### src/rtl/data_ram_arbiter.sv
// Arbitrates the single data RAM port between the CPU load/store path and the
// host loader/debug port: CPU-first priority with a host starvation guard.
module data_ram_arbiter #(
  parameter int ADDR_W     = 12,
  parameter int DATA_W     = 16,
  parameter int RD_LAT     = 1,
  parameter int STARVE_LIM = 4
) (
  input  logic              clk,
  input  logic              res,
  input  logic              cpuReq,
  input  logic              cpuWr,
  input  logic [ADDR_W-1:0] cpuAddr,
  input  logic [DATA_W-1:0] cpuWData,
  output logic [DATA_W-1:0] cpuRData,
  output logic              cpuAck,
  output logic              cpuStall,
  input  logic              hostReq,
  input  logic              hostWr,
  input  logic              hostClr,
  input  logic [ADDR_W-1:0] hostAddr,
  input  logic [DATA_W-1:0] hostWData,
  output logic [DATA_W-1:0] hostRData,
  output logic              hostAck,
  output logic [ADDR_W-1:0] memAddr,
  output logic [DATA_W-1:0] memDataOut,
  input  logic [DATA_W-1:0] memDataIn,
  output logic              memSel,
  output logic              memLd,
  output logic              memClr,
  output logic              busy
);

  localparam int SW = $clog2(STARVE_LIM + 1);
  localparam int WW = (RD_LAT > 1) ? $clog2(RD_LAT) : 1;

  typedef enum logic [1:0] {S_IDLE, S_ISSUE, S_WAIT, S_DONE} state_e;
  typedef enum logic [1:0] {OP_READ, OP_WRITE, OP_CLEAR} op_e;

  state_e            state_q, state_d;
  op_e               op_q, op_d;
  logic              owner_q, owner_d;   // 1 = host owns the transaction
  logic [ADDR_W-1:0] addr_q, addr_d;
  logic [DATA_W-1:0] wdata_q, wdata_d;
  logic [SW-1:0]     starve_q, starve_d;
  logic [WW-1:0]     wait_q, wait_d;
  logic [DATA_W-1:0] cpu_rdata_q, cpu_rdata_d;
  logic [DATA_W-1:0] host_rdata_q, host_rdata_d;
  logic              host_win;

  // NOTE: state registers use non-blocking assignments only; every register
  // here is plain flop state, so all of it is cleared by the async reset.
  always_ff @(posedge clk or negedge res) begin
    if (!res) begin
      state_q      <= S_IDLE;
      op_q         <= OP_READ;
      owner_q      <= 1'b0;
      addr_q       <= '0;
      wdata_q      <= '0;
      starve_q     <= '0;
      wait_q       <= '0;
      cpu_rdata_q  <= '0;
      host_rdata_q <= '0;
    end else begin
      state_q      <= state_d;
      op_q         <= op_d;
      owner_q      <= owner_d;
      addr_q       <= addr_d;
      wdata_q      <= wdata_d;
      starve_q     <= starve_d;
      wait_q       <= wait_d;
      cpu_rdata_q  <= cpu_rdata_d;
      host_rdata_q <= host_rdata_d;
    end
  end

  // NOTE: every signal written below gets its default first, so no path can
  // leave one unassigned and infer a latch.
  always_comb begin
    state_d      = state_q;
    op_d         = op_q;
    owner_d      = owner_q;
    addr_d       = addr_q;
    wdata_d      = wdata_q;
    starve_d     = starve_q;
    wait_d       = wait_q;
    cpu_rdata_d  = cpu_rdata_q;
    host_rdata_d = host_rdata_q;
    host_win     = 1'b0;

    case (state_q)
      S_IDLE: begin
        host_win = hostReq && (!cpuReq || (starve_q == SW'(STARVE_LIM)));
        if (!hostReq || host_win)
          starve_d = '0;
        else if (starve_q != SW'(STARVE_LIM))
          starve_d = starve_q + SW'(1);
        if (cpuReq || hostReq) begin
          state_d = S_ISSUE;
          owner_d = host_win;
          if (host_win) begin
            op_d    = hostClr ? OP_CLEAR : (hostWr ? OP_WRITE : OP_READ);
            addr_d  = hostAddr;
            wdata_d = hostWData;
          end else begin
            op_d    = cpuWr ? OP_WRITE : OP_READ;
            addr_d  = cpuAddr;
            wdata_d = cpuWData;
          end
        end
      end
      S_ISSUE: begin
        wait_d  = '0;
        state_d = (op_q == OP_READ) ? S_WAIT : S_DONE;
      end
      S_WAIT: begin
        if (wait_q == WW'(RD_LAT - 1)) begin
          state_d = S_DONE;
          if (owner_q) host_rdata_d = memDataIn;
          else         cpu_rdata_d  = memDataIn;
        end else begin
          wait_d = wait_q + WW'(1);
        end
      end
      S_DONE:  state_d = S_IDLE;
      default: state_d = S_IDLE;
    endcase
  end

  assign memAddr    = addr_q;
  assign memDataOut = wdata_q;
  assign memSel     = (state_q == S_ISSUE) && (op_q != OP_CLEAR);
  assign memLd      = (state_q == S_ISSUE) && (op_q == OP_READ);
  assign memClr     = (state_q == S_ISSUE) && (op_q == OP_CLEAR);
  assign cpuAck     = (state_q == S_DONE) && !owner_q;
  assign hostAck    = (state_q == S_DONE) && owner_q;
  assign cpuStall   = cpuReq && !cpuAck;
  assign busy       = (state_q != S_IDLE);
  assign cpuRData   = cpu_rdata_q;
  assign hostRData  = host_rdata_q;

endmodule
### config.mk
export PLATFORM = sky130hd
export DESIGN_NAME = data_ram_arbiter
export DESIGN_NICKNAME = d
export VERILOG_FILES = /design/src/rtl/data_ram_arbiter.sv
export SDC_FILE = /design/constraint.sdc
export NUM_CORES = 1
export LEC_CHECK = 0
export ABC_AREA = 1
export CAP_MARGIN = 20
export CORE_MARGIN = 5
export CORE_UTILIZATION = 39
export CTS_BUF_LIST = sky130_fd_sc_hd__clkbuf_8
export DETAILED_ROUTE_END_ITERATION = 7
export MAX_ROUTING_LAYER = met4
export PLACE_DENSITY_LB_ADDON = 0.2
export SLEW_MARGIN = 30
export SYNTH_ARGS = -nofsm -noshare
export SYNTH_HDL_FRONTEND = slang
export SYNTH_SLANG_ARGS = --single-unit
### constraint.sdc
create_clock -name clk -period 1.3 [get_ports clk]
set_input_delay 0.195 -clock clk [delete_from_list [all_inputs] [get_ports clk]]
set_output_delay 0.195 -clock clk [all_outputs]
set_load 0.01 [all_outputs]
=== Word-level counts from Yosys, hierarchy flattened ===
Cells that the tools add are included.
W data, S select, Z words.

* Output and inout port bits: 67
* Register bits: 69
* Bits of input ports: 79
* Word-level logic and storage cells: 60

* Add/sub/neg operators: 2
* Bitwise operators: 2
* Mux-type cells: 14
* Reductions and logical operators: 24
* Equality and inequality tests: 9

{| class="wikitable"
|+ Operators with widths
! operator !! number
|-
| $mux W16 || 1
|-
| $mux W12 || 1
|-
| $mux W2 || 4
|-
| $pmux W2 S4 || 1
|-
| $logic_and A1 B1 Y1 || 7
|-
| $eq A2 B2 Y1 const B || 3
|-
| $mux W3 || 2
|-
| $ne A2 B2 Y1 const B || 3
|-
| $reduce_and A2 Y1 || 3
|-
| $reduce_and A3 Y1 || 2
|-
| $reduce_bool A2 Y1 || 3
|-
| $logic_not A1 Y1 || 4
|-
| $logic_not A2 Y1 || 2
|-
| $mux W1 || 4
|-
| $add A3 B1 Y3 const B || 1
|-
| $eq A3 B3 Y1 const B || 1
|-
| $logic_or A1 B1 Y1 || 3
|-
| $ne A3 B3 Y1 const B || 1
|-
| $eq A2 B1 Y1 const B || 1
|-
| $not A1 Y1 || 2
|-
| $pmux W1 S2 || 1
|-
| $add A1 B1 Y1 const B || 1
|}

=== Logic depth before layout (Yosys ltp) ===
Gate-level depths: netlist of run 1.

* Word-level depth: 6
* Mapped depth: 9
* Mapped depth without buffers: 8

=== Worst setup path before layout of run 1 ===
Ideal clock, no wire load.

* Path kind: register -> register
* From: reg state_q[0]
* To: reg addr_q[10] (netlist: memAddr[10])
* Clock period less this slack: 1.422 ns
* Data arrival time: 1.304 ns
* Buffers on the path: 1
* Required time: 1.182 ns
* Library setup time: 0.118 ns
* Cell stages (with the launch flop): 9
* Setup slack: -0.122 ns
* Cells stage by stage: dfrtp_1 inv_1 ha_1 inv_2 a21oi_4 inv_2 buf_6 nand2_1 nand2_1

* Cells in the longest elaborated chain, start to end: 2

{| class="wikitable"
|+ RTL lines
! element !! RTL line !! text
|-
| from (decl) || 40 || <nowiki>state_e state_q, state_d;</nowiki>
|-
| from (signal assigned) || 65 || <nowiki>state_q <= state_d;</nowiki>
|-
| $logic_not A2 Y1 || 91 || <nowiki>case (state_q)</nowiki>
|-
| $reduce_and A2 Y1 (no source line) || - ||
|-
| to (signal assigned) || 68 || <nowiki>addr_q <= addr_d;</nowiki>
|-
| to (decl) || 43 || <nowiki>logic [ADDR_W-1:0] addr_q, addr_d;</nowiki>
|}

No other way between the ends.
A chain may end at the register's enable or synchronous reset.

=== Worst setup path after layout of run 1 ===
* From: reg state_q[0]
* To: out memLd

* Cells in the longest elaborated chain, start to end: 2

{| class="wikitable"
|+ RTL lines
! element !! RTL line !! text
|-
| $eq A2 B1 Y1 || 133 || <nowiki>assign memLd = (state_q == S_ISSUE) && (op_q == OP_READ);</nowiki>
|-
| $logic_and A1 B1 Y1 || 133 ||
|-
| to (decl) || 29 || <nowiki>output logic memLd,</nowiki>
|}

No other way between the ends.

==> results of run 1 <==
[cells in the mapped netlist]
cell      number  area share [%]
a21oi_4        1            0.49
buf_4          3            0.68
dfrtp_1       68              52
buf_6          3             1.0
ha_1           6             2.3
nand2_1      131              15
nand4_1        1            0.19
clkbuf_1       8            0.91
inv_1         84             9.6
o21a_1         1            0.23
nand3_1       63             9.6
buf_2          7             1.1
nor2_1         5            0.57
xnor2_1        1            0.27
inv_2          3            0.34
nor3_1         2            0.30
o21ai_0       38             5.8
[sequential cells by signal, indices dropped and copies added, names as in the netlist]
name,cells
op_q,2
memAddr,12
owner_q,1
state_q,2
hostRData,16
starve_q,3
memDataOut,16
cpuRData,16
[power by group through the flow]
stage,Sequential [mW],Clock (mW),Combinational (mW)
floorplan,4.16,0,1.99
global placement,3.76,0,5.36
detailed placement,3.78,0,5.47
CTS,3.73,1.98,5.12
global route,4.12,2.08,7.03
finish,3.98,1.96,6.44
[cells in the final DEF (no fill, tap or decap), types with 4 or more instances in the layout]
master / instances
buf_12: 7
buf_2: 7
buf_4: 15
buf_6: 8
clkbuf_16: 5
clkbuf_8: 10
clkdlybuf4s50_1: 77
dfrtp_1: 68
dlygate4sd2_1: 60
inv_1: 79
inv_2: 4
nand2_1: 96
nand2_2: 11
nand2_4: 22
nand3_1: 61
o21ai_1: 11
o21ai_2: 24
[kinds of logic after synthesis]
group           after synthesis  synth area share (%)
simple gates                202                  25.6
xor+xnor                      1                 0.266
flops                        68                  51.7
fa+ha+maj                     6                  2.28
compound gates               40                  6.50
buf+inv                     108                  13.6
[layout make-up]
cell class	count	area (um2)	area share, %
Timing Repair Buffer	181	1840	31.8
Inverter	87	339	5.87
Clock inverter	6	86.3	1.50
Sequential cell	68	1700	29.5
Clock buffer	10	138	2.38
Tap cell	105	131	2.28
Multi-Input combinational cell	249	1540	26.7
[layer usage]
layer  global-route usage, %  vias to the layer above
li1                        -                     1639
met5                       -                        -
met3                    4.71                       19
met4                    6.76                        0
met1                    22.6                     1531
met2                    28.6                      128
[what timing repair did]
item,in CTS,in global routing
pin swaps,3,5
cloned,1,6
gates resized for setup,114,126
hold buffers,1,0
buffers inserted,3,3
endpoints found under the setup margin,133,75
endpoints found under the hold margin,14,0
[worst paths after layout]
path,slack (ns),cells after the start,from,to
worst max-delay path,-0.19,5,state_q[0],memLd
worst min-delay path,0.34,2,res,cpuRData[12]
worst max register to register,-0.17,9,state_q[1],memAddr[2]
worst min register to register,0.48,2,memAddr[4],memAddr[4]
max in group asynchronous,0.45,3,res,hostRData[8]
min in group clk,0.44,3,memDataIn[0],hostRData[0]
[metrics by stage]
step,instance area (um2),instances,utilization (%),setup WS [ns]
after CTS,5280,698,64.3,-0.187
after floorplan,3300,425,-,0.0131
final,5770,706,70.3,-0.188
after global placement,5020,677,61.1,-0.342
after detailed placement,5020,677,61.1,-0.336
after global routing,5770,706,70.3,-0.251
==> results, run 1 <==
- The flow ran to the end, but the final reports show violations.
- The checks that failed: setup timing.
- The static leakage is approximately 3.1 nW.
- The number of distinct standard cells referenced by the synthesized netlist is 17.
- Walking the worst path, the cells encountered are buf_6 > ha_4 > inv_4 > nor3_4 > buf_2.
- The area growth from synthesis to layout is 75.5%.
- The class of the most critical hold timing path is in -> async.
- Counting I/O delays and the setup requirement, the final critical path takes 1.49 ns.
- The area of the core is between 8000 and 9000 um2.
- The post-layout total power is 12.4 mW.
- The antenna violation net count after detailed routing is 0.
- The number of nets in the final layout is about 700.
- The final critical-path setup slack is -0.188 ns.
- The share of total power in combinational logic is a little over half.
- The portion of total power attributed to the clock network is roughly 16%.
- The first TritonRoute pass finished after 4 iterations.
- In the final routed layout, each cell accounts on average for roughly 15 um.
- The routed length on met1 is roughly 4300 um.
- Detailed routing inserted a total of between 3000 and 4000 vias.
- The estimated wirelength of the detail-placed design is 6490 um.
- The total global routing track utilization is between 15 and 20%.
- The via count of the first global-routing pass is approximately 3200.
- The initial antenna violation count is 0.
- The number of nets handed over by synthesis was about 500.
- The gate count of the mapped netlist is ~430.
- After routing, the total negative slack on setup checks comes to -7.57 ns.
- The congestion estimate from routability-driven global placement came to about 0.81.
- In this run, the number of DRC markers left after iteration 0 of detailed routing was between 100 and 150.
- For this run, design rule violations remaining after detail routing come to 0.
- For the final database, setup skew stands at 0.00474 ns.
- The highest cell delay on the worst timing path is around 0.38 ns.
- The clock tree from TritonCTS is done.
- IR analysis of the VDD net gives a maximum drop of roughly 0.96 mV.
- The number of slew-limit violations in the final report is 0.
- The required time at the endpoint of the critical path is 1.11 ns.
- Entering global routing, the biggest net connects 33 pins.
- CTS placed an instance of clkbuf_8 at the clock tree root.
- The initial utilization of the core area, before any placement, comes to approximately 40%.
- The worst setup path is captured at an output pin.
- Summed over all nets, the switching power comes to 4.88 mW.
- The max-capacitance violation count is 0.
- The ratio of final minimum period to clock period is 114%.
- After clock tree synthesis, the clock-pin slew on the worst setup and hold paths is ~0.080 ns.
- The tree built by TritonCTS fans out to 68 sinks.
- The number of buffers and inverters on the critical path is 3.
- The die outline height is between 100 and 150 um.
- Counting the fill cells in the layout gives between 600 and 700.
- The area of the die is 10400 um2.
- The maximum level of the CTS H-tree is 3.
- The initialized floorplan defines 33 standard-cell rows.
- The remaining max-slew budget at the tightest pin is between 60% and 70%.
- In this design, the largest share of critical-path delay is due to flip-flops.
- Based on the critical path, the design can be clocked at up to ~670 MHz.
- Summed over all nets, wire length on met3 after detailed routing comes to ~800 um.
- The startpoint type of the worst setup path is a flop.
- The routed design has between 10000 and 15000 um of wire.
- The internal power consumption is about 7.5 mW.
- The netlist area before placement is between 3000 and 4000 um2.
- Using the TritonRoute via totals, the vias-per-cell ratio works out to roughly 4.7.
- Global routing finished with a remaining overflow of 0.
- The share of the Yosys chip area taken by registers is between 50% and 60%.
- For the worst-skew pair, the clock arrives at the later sink with an insertion delay of 0.33 ns.
- The biggest fanout along the worst timing path is 3.
- The arrival time of data at the critical path endpoint is between 1 and 1.5 ns.
- The maximum clock insertion buffer count is 2.
- The final setup violation count is between 70 and 80.
- In this run, flip-flops and latches consume roughly 32% of the power.
- In this run the count of I/O pins placed on the die edge is ~150.
- The number of buffer cells added on primary ports is about 150.
- The worst setup path is of the reg -> out kind.
- The slowest stage of the critical path is the dfrtp_1 cell.
- The number of failing hold endpoints at the final stage is 0.
- The final hold slack is 0.340 ns.
- The number of warnings issued by yosys is 0.
- The total clock buffers created by CTS is 9.
- Setup repair after global routing could not meet its margin everywhere.
- The highest metal layer used by the detailed router is met4.
- The post-synthesis average cell area is roughly 7.7 um2.
- The first global-routing pass estimated ~14000 um of wire.
- For the pin with the worst max-slew slack, the measured transition is about 0.46 ns.
- The horizontal die dimension is between 100 and 150 um.
- The switching share of total power is 39.4%.
- Power spread over the standard cell area amounts to approximately 2100 nW/um2.
- Counting flops and latches in the post-synthesis netlist gives 68.
- Cells with a size suffix above 1 make up between 20% and 30% of the layout.
- The met2 layer wire length in the routed design is between 4000 and 5000 um.
- The antenna cell count is 0.
(Power assumes the default switching activity.)
==> inputs of run 2 (changes only) <==
--- a/config.mk
+++ b/config.mk
@@ -7,8 +7,10 @@
 export LEC_CHECK = 0
 export ABC_AREA = 1
 export CAP_MARGIN = 20
+export CELL_PAD_IN_SITES_DETAIL_PLACEMENT = 0
+export CELL_PAD_IN_SITES_GLOBAL_PLACEMENT = 1
 export CORE_MARGIN = 5
-export CORE_UTILIZATION = 39
+export CORE_UTILIZATION = 27
 export CTS_BUF_LIST = sky130_fd_sc_hd__clkbuf_8
 export DETAILED_ROUTE_END_ITERATION = 7
 export MAX_ROUTING_LAYER = met4
==> run 2 against run 1 <==
Against the previous run:
- the flow still finishes with violations (setup timing)
- non-clock buffer count did not move
- via count is 1.8% lower
- clock skew shrank 0.0015 ns
- first-iteration DRC count is 16% higher
- register-to-register slack got worse by 0.05 ns
- global-route usage shrank 3.4 points
- sequential power decreased by 1%
- routed wire length grew 1.1%
- critical path depth grew 5
- die area up 40%
- final area is 1.2% higher
==> results, run 2 (synthesized netlist as in run 1, its figures left out) <==
- The area growth from synthesis to layout is 77.6%.
- The maximum level of the CTS H-tree is 3.
- For this design, the slowest cell found on the critical path is dfrtp_1.
- After global routing the overflow that remains totals 0.
- The maximum frequency from static timing analysis is 656 MHz.
- The flow ran to the end, but the final reports show violations.
- For this block, the via count after detailed routing is 3258.
- The depth of the worst register-to-register path is 10.
- The number of antenna diodes in the final layout is 0.
- The clock reaches the later pin of the worst-skew pair after about 0.33 ns.
- The utilization after layout is between 40% and 50%.
- Of the cells placed in the final design, the portion with a size suffix greater than 1 is 24.0%.
- In this run the horizontal extent of the chip is around 120 um.
- The number of buffer cells added on primary ports is roughly 150.
- The antenna violation net count after detailed routing is 0.
- The cell area after layout is a little under 6000 um2.
- Max-cap violations in this run came to 0.
- STA puts the critical path data arrival time at between 1.5 and 2 ns.
- Registers take 1700 um2.
- The worst pin sits at a relative slew slack of between 70% and 80%.
- The number of slew-limit violations in the final report came to 0.
- The floorplan step defined a core boundary enclosing about 12000 um2.
- The HPWL after detailed placement is roughly 6800 um.
- The floorplan step defined a die boundary enclosing around 14000 um2.
- The multi-input combinational cells in the finished layout cover a total of around 1500 um2.
- Leaving out fill and tap cells, the most frequent cells in the layout are 91 x nand2_1, 78 x inv_1, 77 x clkdlybuf4s50_1.
- Setup repair after global routing could not meet its margin everywhere.
- The master cell of the clock root buffer is clkbuf_8.
- The total clock buffers created by CTS is 9.
- The transition time at the pin with the least slew margin is around 0.37 ns.
- Entering global routing, the biggest net connects 69 pins.
- The worst-case vdd ir drop is ~0.69 mV.
- For this design the top-level I/O count stands at 146.
- The final critical-path setup slack is -0.224 ns.
- The number of nets in the final layout is approximately 680.
- Setup total negative slack on the finished layout was measured at -12.06 ns.
- The biggest fanout along the worst timing path is 21.
- The final routed DRC violation total is 0.
- The placed instances occupy a cell area of 5060 um2.
- Measured along the y axis, the die boundary spans roughly 120 um.
- After clock tree synthesis, the clock-pin slew on the worst setup and hold paths is ~0.070 ns.
- In this design, the stage delay of the slowest critical-path cell is 0.42 ns.
- For this configuration, the core starts out at a cell density of 27.5%.
- TritonCTS built the clock tree.
- Setup violations remaining at the end of the flow were counted as 72.
- The type of the worst setup path is reg -> reg.
- Global routing used ~15% of the available tracks.
- The class of the most critical hold timing path is in -> async.
- Traced cell by cell, the critical path runs through buf_6 > inv_4 > ha_4 > inv_2 > buf_6 > a21oi_4 > inv_2 > buf_12 > nand2_1 > nand2_1.
- The worst flop-to-flop path endpoint is memDataOut[0].
- The first global-routing pass estimated about 17000 um of wire.
- The kind of end point of the critical path is a flop.
- On the final layout, the worst hold slack is 0.418 ns.
- The average detailed-routed wire length per instance is around 14 um.
- OpenSTA, run right after detailed placement, puts the worst setup slack at -0.377 ns.
- The most common cell after layout, fill and taps aside is nand2_1.
- The ratio of final minimum period to clock period is 117%.
- The initial antenna violation count is 0.
- Counting the fill cells in the layout gives around 1200.
- The checks that failed: setup timing.
- In this run, the number of DRC markers left after iteration 0 of detailed routing was about 130.
- The via count of the first global-routing pass is 3328.
- The first detailed-routing pass ran for 4 iterations.
- The minimum setup slack among reg-to-reg paths is -0.22 ns.
- Using the TritonRoute via totals, the vias-per-cell ratio works out to approximately 4.4.
- On the final layout, the worst clock skew is about 0.0033 ns.
- The clock passes through at most 2 buffers.
- Row generation in the floorplan step produced 40 rows.
- The start point of the critical path is state_q[0].
- Summed over all cells, the static leakage comes to 3.08 nW.
- STA classifies the critical path startpoint as a flop.
- In this run the power density over the cells is 2130 nW/um2.
- The post-detailed-routing wire length is 10400 um.
- The worst register-to-register path begins at state_q[0].
- The required time at the endpoint of the critical path is roughly 1.5 ns.
- The routability congestion estimate is between 0.7 and 0.8.
- Counting every sink on the clock net gives 68.
- The clock period minus final worst setup slack is 1.52 ns.
- The capturing instance or port of the critical path is memDataOut[0].
- The number of failing hold endpoints at the final stage is 0.
[run 2: layer usage]
layer,share of wire [%],global-route usage (%)
met5,0,-
met4,1.4,5.03
met3,5.6,3.27
met2,48,23.2
met1,45,18.8
[run 2: worst min-delay path by stage]
stage / to / slack, ns / cells after the start
3_5_place_dp: cpuRData[5] / 0.24 / 2
5_1_grt: cpuRData[7] / 0.42 / 3
3_3_place_gp: hostRData[5] / 0.24 / 2
2_1_floorplan: cpuRData[0] / -0.10 / 0
4_1_cts: cpuRData[2] / 0.40 / 3
6_report: cpuRData[4] / 0.42 / 3
[run 2: area by class of cell]
cell class | count | area share, %
tap | 147 | 3.15
inverter | 87 | 5.63
clock buffer | 9 | 2.12
sequential | 68 | 29.1
timing repair buffer | 181 | 32.1
multi-input combinational | 249 | 26.5
clock inverter | 6 | 1.39
[run 2: report_power, final]
group,internal (mW),total [mW],switching (mW)
Clock,1.06,1.85,0.799
Combinational,3.39,6.65,3.26
Sequential,3.16,3.94,0.778
[run 2: what timing repair did]
| item | in CTS | in global routing |
|---|---|---|
| pin swaps | 6 | 5 |
| hold endpoints to repair | 68 | 0 |
| cloned | 6 | 1 |
| buffers inserted | 4 | 5 |
| hold buffers | 1 | 0 |
| endpoints found under the setup margin | 134 | 75 |
| resized for setup | 160 | 91 |
[run 2: critical path, delay by kind of cell, from the launching register on]
family,cells,cell delay [ns]
AND/OR/NAND/NOR,2,0.11
flip-flops,1,0.42
buffers and inverters,6,0.60
adder cells (fa/ha/maj),1,0.13
AO/OA/AOI/OAI,1,0.15
[run 2: stage by stage]
stage | cells | power (mW)
floorplan | 425 | 6.14
global placement | 715 | 9.27
detailed placement | 715 | 9.33
CTS | 741 | 11.6
global route | 747 | 13.4
finish | 747 | 12.4
==> inputs of run 3 (changes only) <==
--- a/config.mk
+++ b/config.mk
@@ -10,7 +10,7 @@
 export CELL_PAD_IN_SITES_DETAIL_PLACEMENT = 0
 export CELL_PAD_IN_SITES_GLOBAL_PLACEMENT = 1
 export CORE_MARGIN = 5
-export CORE_UTILIZATION = 27
+export CORE_UTILIZATION = 30
 export CTS_BUF_LIST = sky130_fd_sc_hd__clkbuf_8
 export DETAILED_ROUTE_END_ITERATION = 7
 export MAX_ROUTING_LAYER = met4
==> constraint.sdc (replaced) <==
create_clock -name clk -period 1.45 [get_ports clk]
set_input_delay 0.2175 -clock clk [delete_from_list [all_inputs] [get_ports clk]]
set_output_delay 0.2175 -clock clk [all_outputs]
set_load 0.01 [all_outputs]
==> run 3 against run 2 <==
Against the previous run:
- the flow still finishes with violations (setup timing)
- total power is 19% lower
- global-route usage increased by 0.078 points
- combinational power down 25%
- critical endpoint is now memAddr[11]
==> results, run 3 (synthesized netlist as in run 1, its figures left out) <==
- The flow ran to the end, but the final reports show violations.
- The filler-free cell count of the finished design is around 730.
- The type of the worst setup path is reg -> reg.
- IR analysis of the VDD net gives a maximum drop of approximately 0.75 mV.
- The initial antenna violation count was 0.
- Subtracting the final worst setup slack from the clock period gives around 1.6 ns.
- The area growth from synthesis to layout is 68.2%.
- In this run the static leakage power is between 2 and 3 nW.
- The clock arrives with approximately 0.0043 ns of skew.
- The via count of the routed design is ~3300.
- Counting along the longest clock path gives a buffer depth of 2.
- The worst-case setup slack after placement is -0.195 ns.
- The number of placed instances, taps included, is about 710.
- The arrival time of data at the critical path endpoint is approximately 1.9 ns.
- The clock tree from TritonCTS is done.
- The via count of the first global-routing pass was 3122.
- Once the floorplan was initialized, standard cells occupied 30.5% of the core.
- In the routed layout, each cell is associated on average with a via count of between 4 and 5.
- The max-capacitance violation count is 0.
- The wire length of the first global-routing pass is ~15000 um.
- The final layout contains routed wiring with a total length of 9980 um.
- The checks that failed: setup timing.
- The biggest fanout along the worst timing path is 7.
- roughly 150 I/O pins were placed.
- The total clock buffers created by CTS is 9.
- The utilization after layout is between 50% and 60%.
- The critical path goes through buf_4 > inv_4 > ha_4 > inv_4 > buf_6 > a21oi_4 > buf_6 > clkbuf_16 > nand3_2 > nand2_1.
- The number of slew-limit violations in the final report is 0.
- Summed over all layers, the global routing overflow is 0.
- The total global routing track utilization is 14.8%.
- In the routed design, unresolved DRC markers number 0.
- The number of failing hold endpoints at the final stage is 0.
- The horizontal die dimension is 115 um.
- The transition time at the pin with the least slew margin is a little under 0.3 ns.
- The clock tree synthesis step divided the H-tree into 3 levels.
- The number of design-rule violations left by the first detailed-router iteration is 73.
- The startpoint type of the worst setup path is a flop.
- CTS saw approximately 70 sinks.
- The antenna cell count is 0.
- The routability congestion estimate is 0.780.
- The number of rows in the core area is 38.
- Input and output buffers added on the ports amount to roughly 150.
- At the later pin of the worst-skew pair, clock insertion delay measures between 0.3 and 0.4 ns.
- The tightest hold path in the finished design has a slack of around 0.21 ns.
- The fill cell total of the finished layout is between 1000 and 1500.
- The die covers 13200 um2.
- Setup violations remaining at the end of the flow were counted as 37.
- The family with the most delay on the worst path is buffers and inverters.
- The count of nets left with antenna violations once routing finished came out at 0.
- The cell with the largest stage delay on the worst path is dfrtp_1.
- Across all setup checks in the final design, the least slack found is -0.126 ns.
- In this run the clock root is driven by a clkbuf_8.
- Of the cells placed in the final design, the portion with a size suffix greater than 1 is between 10% and 20%.
- The average detailed-routed wire length per instance is about 14 um.
- The iteration count of the initial detailed-routing pass is 4.
- Setup repair after global routing could not meet its margin everywhere.
- The total power divided by cell area is around 1800 nW/um2.
- The number of nets in the final layout is just under 700.
- The maximum frequency from static timing analysis is between 600 and 700 MHz.
- The highest cell delay on the worst timing path is between 0.3 and 0.4 ns.
- The remaining max-slew budget at the tightest pin is 80.5%.
- The worst path uses 109% of the clock period.
- The most common cell after layout, fill and taps aside is nand2_1.
- The buffer and inverter count on the worst path is 6.
- The total negative setup slack is -3.23 ns.
- The required time at the endpoint of the critical path is between 1.5 and 2 ns.
- The estimated wirelength of the detail-placed design is between 6000 and 7000 um.
- The die outline height is between 100 and 150 um.
- The class of the most critical hold timing path is in -> async.
- Entering global routing, the biggest net connects between 40 and 50 pins.
- The area of the core is roughly 11000 um2.
- The clock-pin slew on the worst setup and hold paths is 0.08 ns.
- STA classifies the critical path endpoint as a flop.
- Leaving out fill and tap cells, the most frequent cells in the layout are 128 x nand2_1, 80 x inv_1, 77 x clkdlybuf4s50_1.
-- run 3: worst reg2reg max path, cell delays in order, from the launching register on --
cell,delay (ns)
dfrtp_1,0.38
buf_4,0.15
inv_4,0.06
ha_4,0.14
inv_4,0.04
buf_6,0.12
a21oi_4,0.13
buf_6,0.17
clkbuf_16,0.18
nand3_2,0.06
nand2_1,0.07
-- run 3: path summary, 6_finish.rpt --
kind,startpoint,to,slack (ns),cells after the start
setup / recovery,state_q[0],memAddr[11],-0.13,10
hold / removal,res,hostRData[3],0.21,2
setup reg to reg,state_q[0],memAddr[11],-0.13,10
hold reg to reg,memDataOut[0],memDataOut[0],0.47,2
max in group asynchronous,res,memDataOut[12],0.76,3
min in group clk,memDataIn[5],cpuRData[5],0.44,3
-- run 3: metrics by stage --
stage	instance area, um2	power (mW)
2_1_floorplan	3290	5.47
3_3_place_gp	5020	8.17
3_5_place_dp	5020	8.25
4_1_cts	5250	9.70
5_1_grt	5530	10.9
6_report	5530	10.1
-- run 3: area by class of cell --
class,count,area (um2),area share (%)
inverters,87,332,5.99
clock buffers,9,124,2.24
well taps,140,175,3.17
repair buffers,173,1770,32.0
multi-input cells,249,1330,24.1
flip-flops and latches,68,1700,30.8
clock inverters,7,98.8,1.79
-- run 3: power breakdown --
| part | switching [mW] | total [mW] | internal [mW] | leakage [nW] |
|---|---|---|---|---|
| Sequential | 0.500 | 3.32 | 2.83 | 0.839 |
| Combinational | 2.56 | 5.00 | 2.44 | 2.00 |
| Clock | 0.772 | 1.75 | 0.980 | 0.110 |
| Total | 3.84 | 10.1 | 6.24 | 2.95 |
-- run 3: routing by layer --
layer  part of all wire, %  wire length, um  up-vias  track usage, %
met5                     0                0        -               -
met4                   1.5              154        0            5.09
met3                   8.5              849       15            4.60
met2                    47             4710      117            23.1
met1                    43             4260     1503            18.2
li1                      -                -     1620               -
-- run 3: repair_timing --
action,4_1_cts,5_1_grt
setup endpoints to repair,99,73
gates resized for setup,100,64
pin swaps,1,54
hold buffers,1,0
setup buffers,2,1
hold endpoints to repair,68,0
cloned,2,3
